### config.mk
export PLATFORM = sky130hd
export DESIGN_NAME = serial_sub_flat
export DESIGN_NICKNAME = d
export VERILOG_FILES = /design/src/rtl/serial_sub_if.sv /design/src/rtl/serial_sub.sv /design/src/flat_wrapper.sv
export SDC_FILE = /design/constraint.sdc
export NUM_CORES = 1
export LEC_CHECK = 0
export BUFFER_PORTS_ARGS = -buffer_cell sky130_fd_sc_hd__buf_2
export CORE_AREA = 5 5 49 51
export DETAILED_ROUTE_END_ITERATION = 12
export DIE_AREA = 0 0 54 56
export PLACE_DENSITY = 0.85
export REMOVE_ABC_BUFFERS = 1
export SLEW_MARGIN = 20
export SYNTH_ARGS = -nofsm -noshare
export SYNTH_HDL_FRONTEND = slang
export SYNTH_SLANG_ARGS = --single-unit
### constraint.sdc
create_clock -name CLK -period 3.1 [get_ports CLK]
set_input_delay 0.31 -clock CLK [delete_from_list [all_inputs] [get_ports CLK]]
set_output_delay 0.31 -clock CLK [all_outputs]
set_load 0.005 [all_outputs]
### src/rtl/serial_sub_if.sv
// Operand/result bundle for the bit-serial subtractor.
// The master drives operands and START. The slave returns the result and status.
interface serial_sub_if #(parameter int WIDTH = 4) ();
  logic             START;
  logic [WIDTH-1:0] A;
  logic [WIDTH-1:0] B;
  logic             BIN;
  logic [WIDTH-1:0] D;
  logic             BOUT;
  logic             BUSY;
  logic             DONE;

  modport master (output START, A, B, BIN, input D, BOUT, BUSY, DONE);
  modport slave  (input START, A, B, BIN, output D, BOUT, BUSY, DONE);
endinterface

### src/rtl/serial_sub.sv
// Bit-serial subtractor. It processes one bit per cycle, LSB first, through a registered borrow.
// D and BOUT load only on the completing edge, so partial results never appear on them.
module serial_sub #(
  parameter int WIDTH = 4
) (
  input  logic        CLK,
  input  logic        RST,
  serial_sub_if.slave bus
);
  localparam int CW = $clog2(WIDTH);

  typedef enum logic [1:0] {IDLE, RUN, FIN} state_t;

  state_t           state_q;
  logic [WIDTH-1:0] a_q, b_q, acc_q, d_q;
  logic             bw_q, bout_q, busy_q, done_q;
  logic [CW-1:0]    cnt_q;

  logic             dbit_d, bw_d;
  logic [WIDTH-1:0] acc_d;

  always_comb begin
    dbit_d = a_q[0] ^ b_q[0] ^ bw_q;
    bw_d   = (~a_q[0] & b_q[0]) | (~a_q[0] & bw_q) | (b_q[0] & bw_q);
    acc_d  = {dbit_d, acc_q[WIDTH-1:1]};
  end

  always_ff @(posedge CLK or posedge RST) begin
    if (RST) begin
      state_q <= IDLE;
      a_q     <= '0;
      b_q     <= '0;
      acc_q   <= '0;
      d_q     <= '0;
      bw_q    <= 1'b0;
      bout_q  <= 1'b0;
      busy_q  <= 1'b0;
      done_q  <= 1'b0;
      cnt_q   <= '0;
    end else begin
      case (state_q)
        IDLE: begin
          done_q <= 1'b0;
          if (bus.START) begin
            a_q     <= bus.A;
            b_q     <= bus.B;
            bw_q    <= bus.BIN;
            acc_q   <= '0;
            cnt_q   <= '0;
            busy_q  <= 1'b1;
            state_q <= RUN;
          end
        end
        RUN: begin
          // START is deliberately not examined here, so a request mid-operation is dropped.
          a_q   <= a_q >> 1;
          b_q   <= b_q >> 1;
          bw_q  <= bw_d;
          acc_q <= acc_d;
          cnt_q <= cnt_q + CW'(1);
          if (cnt_q == CW'(WIDTH - 1)) begin
            d_q     <= acc_d;
            bout_q  <= bw_d;
            busy_q  <= 1'b0;
            done_q  <= 1'b1;
            state_q <= FIN;
          end
        end
        FIN: begin
          done_q <= 1'b0;
          if (bus.START) begin
            a_q     <= bus.A;
            b_q     <= bus.B;
            bw_q    <= bus.BIN;
            acc_q   <= '0;
            cnt_q   <= '0;
            busy_q  <= 1'b1;
            state_q <= RUN;
          end else begin
            state_q <= IDLE;
          end
        end
        default: begin
          busy_q  <= 1'b0;
          done_q  <= 1'b0;
          state_q <= IDLE;
        end
      endcase
    end
  end

  assign bus.D    = d_q;
  assign bus.BOUT = bout_q;
  assign bus.BUSY = busy_q;
  assign bus.DONE = done_q;
endmodule

### src/flat_wrapper.sv
// flat-port wrapper written by rule: the top's interface ports become plain ports
module serial_sub_flat 
#(
  parameter int WIDTH = 4
)
  (CLK, RST, bus_START, bus_A, bus_B, bus_BIN, bus_D, bus_BOUT, bus_BUSY, bus_DONE);
  serial_sub_if #(.WIDTH(WIDTH)) bus_i ();
  input  logic CLK;
  input  logic RST;
  input wire logic [$bits(bus_i.START)-1:0] bus_START;
  input wire logic [$bits(bus_i.A)-1:0] bus_A;
  input wire logic [$bits(bus_i.B)-1:0] bus_B;
  input wire logic [$bits(bus_i.BIN)-1:0] bus_BIN;
  output wire logic [$bits(bus_i.D)-1:0] bus_D;
  output wire logic [$bits(bus_i.BOUT)-1:0] bus_BOUT;
  output wire logic [$bits(bus_i.BUSY)-1:0] bus_BUSY;
  output wire logic [$bits(bus_i.DONE)-1:0] bus_DONE;
  assign bus_i.START = bus_START;
  assign bus_i.A = bus_A;
  assign bus_i.B = bus_B;
  assign bus_i.BIN = bus_BIN;
  assign bus_D = bus_i.D;
  assign bus_BOUT = bus_i.BOUT;
  assign bus_BUSY = bus_i.BUSY;
  assign bus_DONE = bus_i.DONE;
  serial_sub #(.WIDTH(WIDTH)) u_core (.CLK(CLK), .RST(RST), .bus(bus_i));
endmodule
==> reports/qor.yml <==
floorplan:
  io_pins: 19
  die_x_um: 54
  die_h_um: 56
  start_util_pct: 53.6
  rows: 16
  dieArea_um2: 3020
  core_area_um2: 1900
synthesis:
  synth_common_cells: "dfrtp_1 (23), inv_1 (8), a21oi_1 (7)"
  synth.most_common_cell: "dfrtp_1"
  yosys.area.top_type_share_pct: 56.4
  synth-seq-cells: 23
  avgSynthCellArea_um2: 11.5
  yosys_warnings: 0
  netlist_area_um2: 1020
  synthTopCellsByArea: "dfrtp_1 (56%), mux2_2 (5.5%), mux2i_1 (3.9%), a21oi_1 (3.4%), o21ai_0 (2.9%)"
  synth.distinct_cells: 23
  postSynthCellCount: 89
  synth_edf_count: 0
  ys_async_sr_fraction_pct: 100
  synth_top_area_cell: "dfrtp_1"
  ys_seq_area_share_pct: 56.4
  synthFlopType: "dfrtp_1"
clock_tree:
  cts_resized: 0
  cts_setup_buffers: 0
  ctsHoldBuffers: 0
  path_clk_slew_ns: 0.12
  cts_max_level: 1
  clk_path_buf_depth: 2
  cts_root_buffer: "clkbuf_4"
  cts_made_buffers: 3
  insertion_delay_ns: 0.31
  cts_tree: "yes"
  cts_sinks: 23
finish:
  register_area_um2: 576
  n_antenna_cell: 0
  drive_gt1_share_pct: 26.7
  multiInputGateArea_um2: 368
  finalNonFillerCells: 132
  final_net_count: 120
  fillers: 168
  syn2layout_area_growth_pct: 10.3
job:
  drv_cap: 0
route:
  drt_iter0_drc: 15
  ant_nets: 0
  wl_um: 1810
  wl_per_cell_um: 13.7
  routed_via_density: 5.17
  drc_errors: 0
  vias: 682
  firstDrtPassIters: 5
setup_path:
  worst_setup_path_end_kind: "flop"
  worstPathRequired_ns: 3.31
  r2r_cells: 3
  cp.arrival_ns: 1.67
  cp-start-kind: "flop"
  crit_fanout: 15
  crit_type: "flop to flop"
place:
  gp_congestion: 0.776
  port-buffer-count: 18
  dp_cells: 128
  hpwl_um: 1380
  dp_slack_ns: 1.66
grt:
  grt_pass1_wl_um: 3060
  grt_overflow: 0
  antenna_found_initial: 0
  grt_max_degree: 24
  grt_use_total_pct: 13.7
  grt_pass1_vias: 729
min_path:
  hp-class: "input port to asynchronous set/reset pin"
timing:
  fin_ws_ns: 1.63
  slew_headroom_pct: 44.4
  maxSlewViolCount: 0
  rsz0062_at_grt: "no"
  setup_tns_ns: 0
  max_freq_mhz: 681
  tightestPinTransition_ns: 0.834
  fin_skew_ns: 0.00802
  whs_ns: 0.141
  min_period_ns: 1.47
  setup_viol: 0
  hold_viol: 0
  period_share_pct: 47.3
pwr:
  leakage_nw: 0.551
  powerDensity_nw_per_um2: 992
  ir_drop_v: 0.000467
status:
  outcome: "completed"
[final timing paths]
| kind | end | from | slack (ns) |
|---|---|---|---|
| min reg2reg | u_core.bus.D[3] | u_core.bus.D[3] | 0.49 |
| max in group asynchronous | u_core.bw_q | RST | 2.44 |
| max reg2reg | u_core.acc_q[2] | u_core.state_q[0] | 1.63 |
| min in group CLK | u_core.b_q[3] | bus_B[3] | 0.24 |
| min | u_core.a_q[1] | RST | 0.14 |
| max | u_core.acc_q[2] | u_core.state_q[0] | 1.63 |
[kinds of logic after synthesis]
logic type               Yosys count  share of synthesized area, %
AND/OR/NAND/NOR                   17                          8.96
multiplexers                       9                          9.45
flip-flops                        23                          56.4
AO/OA/AOI/OAI                     24                          14.5
adder cells (fa/ha/maj)            2                          3.19
buffers and inverters             14                          7.48
[where the power goes]
part / switching (mW) / internal (mW) / total [mW]
Sequential: 0.114 / 0.435 / 0.549
Clock: 0.0875 / 0.0482 / 0.136
Combinational: 0.211 / 0.220 / 0.431
Total: 0.412 / 0.704 / 1.12
[cell type report]
| cell class | instances | share of cell area [%] |
|---|---|---|
| inverter | 8 | 2.67 |
| clock buffer | 3 | 2.00 |
| tap | 27 | 3.00 |
| timing repair buffer | 18 | 8.01 |
| multi-input combinational | 52 | 32.7 |
| sequential | 23 | 51.2 |
| clock inverter | 1 | 0.445 |
[worst max-delay path, stage by stage, from the launching register on]
cell	delay, ns
dfrtp_1	0.55
nand2b_1	0.37
and2_4	0.27
a22o_1	0.17
[flip-flops by register name, summed over array words and instances, names as in the netlist]
| name | cells |
|---|---|
| u_core.a_q | 4 |
| u_core.cnt_q | 2 |
| u_core.bus.D | 4 |
| u_core.bus.DONE | 1 |
| u_core.bw_q | 1 |
| u_core.bus.BUSY | 1 |
| u_core.state_q | 2 |
| u_core.b_q | 4 |
| u_core.acc_q | 3 |
| u_core.bus.BOUT | 1 |
[cell usage in the layout (no fill, tap or decap), types with 4 or more instances in the layout]
master   netlist  routed
nor2b_1        4       4
buf_2          1      18
mux2_2         5       5
dfrtp_1       23      23
a21oi_1        7       7
o22ai_1        4       4
inv_1          8       8
o21ai_0        6       6
mux2i_1        4       4
[per-stage QoR]
stage,cell area (um^2),utilization [%],power (mW)
4_1_cts,1120,59.1,1.13
5_1_grt,1120,59.1,1.21
6_report,1120,59.1,1.12
2_1_floorplan,973,-,0.838
3_5_place_dp,1100,57.7,0.992
3_3_place_gp,1100,57.7,0.947
[routing by layer]
layer | part of all wire (%) | track usage (%) | vias up
met1 | 43 | 16.8 | 326
met2 | 51 | 21.6 | 14
met3 | 4.6 | 3.75 | 3
li1 | - | - | 339
met5 | 0 | 0 | -
met4 | 1.4 | 6.76 | 0
No activity file was read; power rests on OpenSTA's default activity.
